$ cat config.mk
export PLATFORM = sky130hd
export DESIGN_NAME = spi_slave_if
export DESIGN_NICKNAME = d
export VERILOG_FILES = /design/src/rtl/spi_slave_if.sv
export SDC_FILE = /design/constraint.sdc
export NUM_CORES = 1
export LEC_CHECK = 0
export CAP_MARGIN = 20
export CORE_AREA = 2 2 65 67
export DETAILED_ROUTE_END_ITERATION = 6
export DIE_AREA = 0 0 67 69
export GPL_TIMING_DRIVEN = 1
export PLACE_DENSITY = 0.79
export SETUP_SLACK_MARGIN = 0.5
export SYNTH_ARGS = -nofsm -noshare
export SYNTH_HDL_FRONTEND = slang
export SYNTH_SLANG_ARGS = --single-unit
$ cat constraint.sdc
create_clock -name clk -period 2.2 [get_ports clk]
set_input_delay 0.44 -clock clk [delete_from_list [all_inputs] [get_ports clk]]
set_output_delay 0.44 -clock clk [all_outputs]
set_load 0.02 [all_outputs]
$ cat src/rtl/spi_slave_if.sv
// spi_slave_if -- SPI-style slave front end for a small command/address RAM.
//
// A frame starts on the first posedge that sees SS_n low (E0). The next edge
// (E1) captures the command bit that also selects the sub-state, and edges
// E2..E10 shift in the remaining nine bits MSB first. A completed 10-bit word
// is presented on rx_data with a one-cycle rx_valid strobe; command bits
// [9:8] are passed through untouched for the RAM to interpret.
//
// A read is two frames: a READ_ADD frame (sets rd_addr_seen) followed by a
// READ_DATA frame (clears it). After the READ_DATA word the block waits up to
// TX_TIMEOUT cycles for tx_valid, then serialises tx_data on MISO MSB first.
// SS_n high in any active state aborts the frame on the next edge.
//
// Ports
//   clk       in   clock, all logic on posedge
//   rst       in   synchronous active-high reset
//   SS_n      in   slave select, active low
//   MOSI      in   serial data in, MSB first
//   MISO      out  serial data out, registered, 0 when not shifting
//   rx_data   out  [9:8] command, [7:0] address/data
//   rx_valid  out  one-cycle strobe qualifying rx_data
//   tx_data   in   read data from RAM
//   tx_valid  in   qualifies tx_data while a read is waiting

module spi_slave_if #(
  parameter int TX_TIMEOUT = 15
) (
  input  logic       clk,
  input  logic       rst,
  input  logic       SS_n,
  input  logic       MOSI,
  output logic       MISO,
  output logic [9:0] rx_data,
  output logic       rx_valid,
  input  logic [7:0] tx_data,
  input  logic       tx_valid
);

  localparam int TW = (TX_TIMEOUT > 1) ? $clog2(TX_TIMEOUT + 1) : 1;
  localparam logic [TW-1:0] TMR_LAST = TW'(TX_TIMEOUT - 1);

  typedef enum logic [2:0] {
    IDLE      = 3'd0,
    CHK_CMD   = 3'd1,
    WRITE     = 3'd2,
    READ_ADD  = 3'd3,
    READ_DATA = 3'd4
  } state_e;

  // Sub-phase of READ_DATA once its word has been delivered.
  typedef enum logic [1:0] {
    TX_OFF   = 2'd0,
    TX_WAIT  = 2'd1,
    TX_SHIFT = 2'd2
  } txph_e;

  state_e          state_q, state_d;
  txph_e           txph_q, txph_d;
  logic [3:0]      cnt_q, cnt_d;       // rx bit count, reused for tx bit count
  logic [9:0]      sh_q, sh_d;         // rx shift register
  logic [9:0]      rx_data_q, rx_data_d;
  logic            rx_valid_q, rx_valid_d;
  logic            rd_seen_q, rd_seen_d;
  logic            done_q, done_d;     // word complete, ignore MOSI until SS_n
  logic [TW-1:0]   tmr_q, tmr_d;
  logic [7:0]      txsh_q, txsh_d;
  logic            miso_q, miso_d;

  always_ff @(posedge clk) begin
    if (rst) begin
      state_q    <= IDLE;
      txph_q     <= TX_OFF;
      cnt_q      <= '0;
      sh_q       <= '0;
      rx_data_q  <= '0;
      rx_valid_q <= 1'b0;
      rd_seen_q  <= 1'b0;
      done_q     <= 1'b0;
      tmr_q      <= '0;
      txsh_q     <= '0;
      miso_q     <= 1'b0;
    end else begin
      state_q    <= state_d;
      txph_q     <= txph_d;
      cnt_q      <= cnt_d;
      sh_q       <= sh_d;
      rx_data_q  <= rx_data_d;
      rx_valid_q <= rx_valid_d;
      rd_seen_q  <= rd_seen_d;
      done_q     <= done_d;
      tmr_q      <= tmr_d;
      txsh_q     <= txsh_d;
      miso_q     <= miso_d;
    end
  end

  always_comb begin
    state_d    = state_q;
    txph_d     = txph_q;
    cnt_d      = cnt_q;
    sh_d       = sh_q;
    rx_data_d  = rx_data_q;
    rx_valid_d = 1'b0;
    rd_seen_d  = rd_seen_q;
    done_d     = done_q;
    tmr_d      = tmr_q;
    txsh_d     = txsh_q;
    miso_d     = 1'b0;

    if (state_q == IDLE) begin
      cnt_d  = '0;
      done_d = 1'b0;
      txph_d = TX_OFF;
      if (!SS_n) state_d = CHK_CMD;
    end else if (SS_n) begin
      // Abort: even on E10 no word is delivered; rd_addr_seen untouched.
      state_d = IDLE;
      cnt_d   = '0;
      done_d  = 1'b0;
      txph_d  = TX_OFF;
    end else begin
      case (state_q)
        CHK_CMD: begin
          sh_d  = {9'd0, MOSI};
          cnt_d = '0;
          if (!MOSI)          state_d = WRITE;
          else if (!rd_seen_q) state_d = READ_ADD;
          else                state_d = READ_DATA;
        end
        WRITE, READ_ADD, READ_DATA: begin
          if (!done_q) begin
            sh_d = {sh_q[8:0], MOSI};
            if (cnt_q == 4'd8) begin
              rx_data_d  = {sh_q[8:0], MOSI};
              rx_valid_d = 1'b1;
              done_d     = 1'b1;
              cnt_d      = '0;
              if (state_q == READ_ADD) rd_seen_d = 1'b1;
              if (state_q == READ_DATA) begin
                rd_seen_d = 1'b0;
                txph_d    = TX_WAIT;
                tmr_d     = '0;
              end
            end else begin
              cnt_d = cnt_q + 4'd1;
            end
          end else if (state_q == READ_DATA) begin
            case (txph_q)
              TX_WAIT: begin
                if (tx_valid) begin
                  // MSB goes out straight away; the rest follow from txsh.
                  miso_d = tx_data[7];
                  txsh_d = {tx_data[6:0], 1'b0};
                  cnt_d  = '0;
                  txph_d = TX_SHIFT;
                end else if (tmr_q == TMR_LAST) begin
                  txph_d = TX_OFF;
                end else begin
                  tmr_d = tmr_q + TW'(1);
                end
              end
              TX_SHIFT: begin
                if (cnt_q != 4'd7) begin
                  miso_d = txsh_q[7];
                  txsh_d = {txsh_q[6:0], 1'b0};
                  cnt_d  = cnt_q + 4'd1;
                end else begin
                  txph_d = TX_OFF;
                  cnt_d  = '0;
                end
              end
              default: ;
            endcase
          end
        end
        default: state_d = IDLE;
      endcase
    end
  end

  assign MISO     = miso_q;
  assign rx_data  = rx_data_q;
  assign rx_valid = rx_valid_q;

endmodule

==> results of run 1 <==
## tightest hold or removal path: stages (launching register included)
cell and delay (ns):
dfxtp_1 0.31, nand2_1 0.05, a21oi_1 0.05
## flip-flops by register name, summed over array words and instances, names as in the netlist
register,flops
txph_q,2
sh_q,9
state_q,3
MISO,1
rx_data,10
done_q,1
cnt_q,4
rx_valid,1
rd_seen_q,1
tmr_q,4
txsh_q,7
## how the worst max path moves through the flow
stage | endpoint | slack, ns | depth (start not counted)
after CTS | rd_seen_q | 0.46 | 7
after detailed placement | tmr_q[3] | 0.09 | 6
after floorplan | rx_data[1] | 0.53 | 8
final | rx_data[4] | 0.43 | 8
after global routing | rd_seen_q | 0.37 | 7
after global placement | tmr_q[3] | 0.13 | 6
## cells in the final DEF, fill, tap and decap left out, types with 3 or more instances in the layout
cell type | Yosys | routed
inv_2 | 0 | 3
a21oi_1 | 22 | 17
nor2_1 | 19 | 16
nand2b_1 | 4 | 4
a21oi_2 | 0 | 5
a22o_1 | 8 | 8
dfxtp_2 | 0 | 5
o21ai_0 | 5 | 4
buf_4 | 3 | 27
inv_1 | 6 | 3
dfxtp_1 | 43 | 35
nand3_1 | 10 | 9
mux2i_1 | 9 | 8
clkbuf_8 | 0 | 5
dfxtp_4 | 0 | 3
or3_4 | 1 | 4
dlymetal6s2s_1 | 0 | 10
ha_4 | 0 | 4
nand2_1 | 32 | 28
clkdlybuf4s50_1 | 0 | 13
a211oi_1 | 6 | 4
## cell type report
type | instances | area (um2)
inverters | 6 | 22.5
fillers | 288 | 1020
clock inverters | 3 | 43.8
multi-input cells | 170 | 1280
well taps | 50 | 62.6
repair buffers | 55 | 543
clock buffers | 5 | 68.8
flip-flops and latches | 43 | 878
## routing by layer
layer / share of wire (%) / vias to the layer above / wire (um)
met5: 0 / - / 0
met4: 1.5 / 0 / 79
met3: 5.5 / 6 / 292
met2: 51 / 58 / 2720
met1: 42 / 932 / 2220
li1: - / 934 / -
## cell families after synthesis
family                     synth area share, %
AOI/OAI and AO/OA                         18.6
DFF                                       42.4
adders and majority gates                 3.70
buffers and inverters                     4.81
muxes                                     4.99
and+or+nand+nor                           25.5
## cells in the mapped netlist, drive strengths merged (6+ instances only)
master and n:
dfxtp 43, nand2 32, a21oi 22, nor2 20, nand3 10, mux2i 9, a22o 8, buf 8
a211oi 6, ha 6, inv 6, nor3 6, o21ai 6
## per-stage QoR
step	area (um2)	setup WS, ns	instances	util [%]	total power, mW
2_1_floorplan	2030	0.527	230	-	0.843
4_1_cts	2600	0.462	319	66.3	1.49
3_5_place_dp	2360	0.0910	304	60.3	0.879
6_report	2900	0.427	332	74.0	1.50
5_1_grt	2900	0.371	332	74.0	1.55
3_3_place_gp	2360	0.130	304	60.3	0.879
## power breakdown
group	internal [mW]	switching [mW]	total [mW]
Combinational	0.0400	0.0444	0.0845
Sequential	0.777	0.00741	0.785
Clock	0.338	0.293	0.631
## timing repair
| item | CTS | global route |
|---|---|---|
| endpoints found under the setup margin | 31 | 46 |
| resized for setup | 21 | 50 |
| cloned | 1 | 1 |
| setup buffers | 6 | 12 |
| pin swaps | 7 | 15 |
==> results by group, run 1 <==
STA
  – Tmin final: 1.77 ns
  – Fmax: 564 MHz
  – Unrepaired setup endpoints after global routing: yes
  – Least-Margin Pin Slew: 0.518 ns
  – Relative slew slack: 65.3%
  – Slew Viols, Final: 0
  – Final hold vios: 0
  – Final hold slack: 0.454 ns
  – Post-route setup TNS: 0 ns
  – Setup Skew: around 0.0090 ns
  – Final cycle utilization of the critical path: 80.6%
  – Setup-failing EPs final: 0

Power
  – VDD IR max: 0.588 mV
  – Static Leak: 1.16 nW
  – Power per Cell Area: 518 mW/mm2

Run
  – Max-capacitance violation count: 0

Setup path
  – CP max-delay cell: or3_4
  – Critical path class: reg2reg
  – Critical path arrival: 1.98 ns
  – Family with the most delay on the worst path: simple AND/OR/NAND/NOR gates
  – Top cell by count, worst path: or3_4
  – Worst-path maximum fanout: 5
  – Critical Path Source: cnt_q[1]
  – Startpoint types: register
  – Worst r2r dst: rx_data[4]
  – CP cell instances: inv_2, ha_4, nand2_4, or3_4, buf_12, or3_4, nand2_1, a21oi_1
  – Worst path bufs/invs: 2
  – Worst r2r path cells: 8
  – WP data required: 2.40 ns
  – Worst r2r src: cnt_q[1]
  – R2r setup slk: about 0.43 ns
  – Worst path max stage delay: 0.42 ns
  – Endpoint type of the worst setup path: register

Global route
  – Initial antenna violation count: 0
  – GR Util met2: 33.6%
  – First-pass GRT wire length: 7580 um
  – Grt ovf: 0
  – Largest net degree at the start of global routing: 15
  – Met3 usage: slightly above 5%
  – Total GRT Usage: 21.2%
  – GRT busiest layer: met2
  – Number of global-route vias before repair: 1694
  – Grt met1 use: a little over a quarter

Detailed routing
  – # DRC: 0
  – Detailed Routing Iterations Pass 1: 4
  – DR WL/cell: 16.0 um
  – WL final: 5310 um
  – Iteration-0 DRC count of the detailed router: 109
  – DR vias/cell: 5.81
  – Detail Route Antenna Nets: 0
  – Via count: 1930

Clocking
  – Clock Path Buffers: 2
  – Worst skew pair latency: 0.31 ns
  – Root buf cell: clkbuf_8
  – Post-CTS Hold Fix Bufs: 0
  – CTS clk-pin slew, worst paths: 0.09 ns
  – Clock sinks: 43
  – Inserted Clock Buffers: 5
  – H-tree Lvls: 2
  – TritonCTS clock tree: done

Synthesis
  – Post-synth EDFFs: 0
  – Synthesized cell area: 0.00203 mm2
  – Gate Count Post-Synth: 230
  – Top cell type's share of synthesized area: 42.4%
  – Ys async rst share: 0%
  – Synth area leaders: dfxtp_1, nand2_1, a21oi_1
  – Syn Nets: 249
  – Sequential-to-total area share from yosys stat: 42.4%
  – Synth cell types: 49
  – Post-synth top area cell: dfxtp_1
  – Syn avg cell area: 8.82 um2
  – Synth warnings: 0
  – Top FF cell, synth: dfxtp_1
  – Yosys reg bits: 43

Die
  – Num rows: 23
  – Core Area: 0.00391 mm2
  – Die area: 0.00462 mm2
  – I/O pins: 25
  – Chip Height: just under 70 um
  – Die Wd: ~67 um
  – Effective utilization at floorplan: 51.9%

Placed design
  – IO buf count: 24
  – RePlAce Congestion: just over 0.8
  – DP HPWL: 2950 um

Cells and area
  – Diodes inserted: 0
  – Fin nets: 300
  – Area added between synthesis and finish: 42.8%
  – Layout cells sized above 1: a little under a third

Worst hold path
  – Hold Path Sink: rx_data[4]
  – Hold Crit Class: reg2reg
  – Cell count of the worst hold path: 2
  – Critical hold path startpoint: rx_data[4]

Status
  – Outcome: finished clean
No activity file was read; power rests on OpenSTA's default activity.
==> run 2: changes to the inputs <==
--- a/config.mk
+++ b/config.mk
@@ -6,11 +6,11 @@
 export NUM_CORES = 1
 export LEC_CHECK = 0
 export CAP_MARGIN = 20
-export CORE_AREA = 2 2 65 67
+export CORE_AREA = 2 2 68 70
 export DETAILED_ROUTE_END_ITERATION = 6
-export DIE_AREA = 0 0 67 69
+export DIE_AREA = 0 0 70 72
 export GPL_TIMING_DRIVEN = 1
-export PLACE_DENSITY = 0.79
+export PLACE_DENSITY = 0.76
 export SETUP_SLACK_MARGIN = 0.5
 export SYNTH_ARGS = -nofsm -noshare
 export SYNTH_HDL_FRONTEND = slang
==> constraint.sdc (replaced) <==
create_clock -name clk -period 1.6 [get_ports clk]
set_input_delay 0.32 -clock clk [delete_from_list [all_inputs] [get_ports clk]]
set_output_delay 0.32 -clock clk [all_outputs]
set_load 0.02 [all_outputs]
==> run 2 against run 1 <==
  * The run now ends with setup timing left
  * Critical path depth did not move
  * Sequential cell count stayed put
  * Sequential share of layout area fell by 5.0 points
  * Critical path type unchanged
==> results by group, run 2 (synthesis results as in run 1) <==
Die
  – Effective utilization at floorplan: 47.6% (-4.3 points)
  – Chip Height: 72 um (+4.3%)
  – Die Wd: 70 um (+4.5%)
  – I/O pins: 25 (unchanged)
  – Die area: 0.00504 mm2 (+9.0%)
  – Core Area: 0.00426 mm2 (+9.0%)
  – Num rows: 24 (+4.3%)

Setup path
  – Critical path class: reg2reg
  – Worst-path maximum fanout: 10 (+5)
  – WP data required: 1.81 ns (-0.59 ns)
  – Endpoint type of the worst setup path: register
  – Critical path arrival: 2.00 ns (+0.02 ns)
  – Startpoint types: register
  – Worst r2r path cells: 8 (unchanged)

Global route
  – Initial antenna violation count: 0 (unchanged)
  – Largest net degree at the start of global routing: 18 (+3)
  – Grt met1 use: 27.3% (+0.21 points)
  – First-pass GRT wire length: 9580 um (+26%)
  – Met3 usage: 5.83% (+0.78 points)
  – GRT busiest layer: met2
  – Total GRT Usage: 24.2% (+3.0 points)
  – GR Util met2: 41.9% (+8.4 points)
  – Grt ovf: 0 (unchanged)
  – Number of global-route vias before repair: 2047 (+21%)

Cells and area
  – Fin nets: 344 (+15%)
  – Diodes inserted: 0 (unchanged)
  – Layout cells sized above 1: 57.1% (+25 points)
  – Filler cells: 218 (-24%)
  – Area added between synthesis and finish: 74.2%
  – Largest register FFs: 10 (unchanged)
  – Most frequent cells in the layout: buf_4, buf_6, nand2_1
  – Final Util: 82.9% (+8.9 points)
  – Most common cell after layout, fill and taps aside: buf_4

Clocking
  – TritonCTS clock tree: done
  – Root buf cell: clkbuf_8
  – Inserted Clock Buffers: 5 (unchanged)
  – Worst skew pair latency: 0.30 ns (about the same)
  – Clock sinks: 43 (unchanged)
  – H-tree Lvls: 2 (unchanged)
  – CTS clk-pin slew, worst paths: 0.09 ns (about the same)
  – Clock Path Buffers: 2 (unchanged)

STA
  – Setup-failing EPs final: 32 (+32)
  – Final hold slack: 0.450 ns (-0.00360 ns)
  – Setup Skew: 0.00482 ns (-0.00415 ns)
  – Unrepaired setup endpoints after global routing: yes
  – Final hold vios: 0 (unchanged)
  – Slew Viols, Final: 0 (unchanged)
  – Post-route setup TNS: -2.23 ns (-2.23 ns)
  – Least-Margin Pin Slew: 0.480 ns (-0.0377 ns)
  – Final worst slack: -0.194 ns (-0.620 ns)
  – Tmin final: 1.79 ns (+0.0203 ns)
  – Relative slew slack: 67.9% (+2.6 points)
  – Fmax: 558 MHz (-1.1%)
  – Final cycle utilization of the critical path: 112% (+31 points)

Detailed routing
  – WL final: 7360 um (+39%)
  – Via count: 2247 (+16%)
  – # DRC: 0 (unchanged)
  – DR WL/cell: 19.5 um (+22%)
  – Detailed Routing Iterations Pass 1: 4 (unchanged)
  – Detail Route Antenna Nets: 0 (unchanged)
  – Iteration-0 DRC count of the detailed router: 242 (+120%)
  – DR vias/cell: 5.94 (+2.3%)

Worst hold path
  – Cell count of the worst hold path: 2 (unchanged)
  – Hold Crit Class: reg2reg

Status
  – Violated checks: setup timing
  – Outcome: complete, but fails checks

Power
  – Static Leak: 1.30 nW (+12%)
  – Power per Cell Area: 563 mW/mm2 (+8.9%)
  – VDD IR max: 0.534 mV (-9.3%)
  – Overall Power: 1.99 mW (+33%)

Run
  – Max-capacitance violation count: 0 (unchanged)

Placed design
  – RePlAce Congestion: 0.871 (+7.3%)
  – IO buf count: 24 (unchanged)
  – DP HPWL: 3220 um (+8.9%)
==> run 2: final timing paths <==
kind | startpoint | slack, ns | to
max reg2reg | cnt_q[0] | -0.19 | rx_data[1]
min | sh_q[8] | 0.45 | rx_data[9]
max | cnt_q[0] | -0.19 | rx_data[1]
min reg2reg | sh_q[8] | 0.45 | rx_data[9]
==> run 2: worst max-delay path, stage by stage, from the launching register on <==
cell	delay, ns
dfxtp_2	0.35
inv_2	0.07
ha_4	0.13
nand2_2	0.06
or3_4	0.37
nor3_4	0.26
buf_6	0.17
nand2_1	0.08
a21oi_1	0.20
==> run 2: layout make-up <==
class	count	area, um2	share of cell area [%]
clock buffer	5	68.8	1.95
clock inverter	3	20.0	0.566
inverter	6	22.5	0.637
multi-input combinational	169	1490	42.2
sequential	43	896	25.3
tap	52	65.1	1.84
timing repair buffer	100	972	27.5
==> run 2: per-stage QoR <==
stage / cells / setup WS, ns / area, um2
final: 378 / -0.194 / 3540
after global routing: 378 / -0.235 / 3540
after CTS: 360 / -0.0504 / 3190
after detailed placement: 338 / -0.360 / 2720
after global placement: 338 / -0.321 / 2720
after floorplan: 230 / -0.0277 / 2170
==> run 2: what timing repair did <==
action | 4_1_cts | 5_1_grt
setup buffers | 14 | 18
gates resized for setup | 131 | 52
setup endpoints to repair | 55 | 55
gates cloned | 0 | 0
pin swaps | 35 | 29
hold buffers | 0 | 0
==> run 2: routing by layer <==
| metal | up-vias | wire (um) |
|---|---|---|
| li1 | 1022 | - |
| met1 | 1048 | 2790 |
| met2 | 136 | 3690 |
| met3 | 41 | 455 |
| met4 | 0 | 422 |
| met5 | - | 0 |
==> run 2: power by group <==
part / internal, mW / leakage (nW) / switching (mW)
sequential: 1.07 / 0.358 / 0.00567
combinational: 0.101 / 0.903 / 0.105
clock: 0.304 / 0.0402 / 0.409
total: 1.47 / 1.30 / 0.519
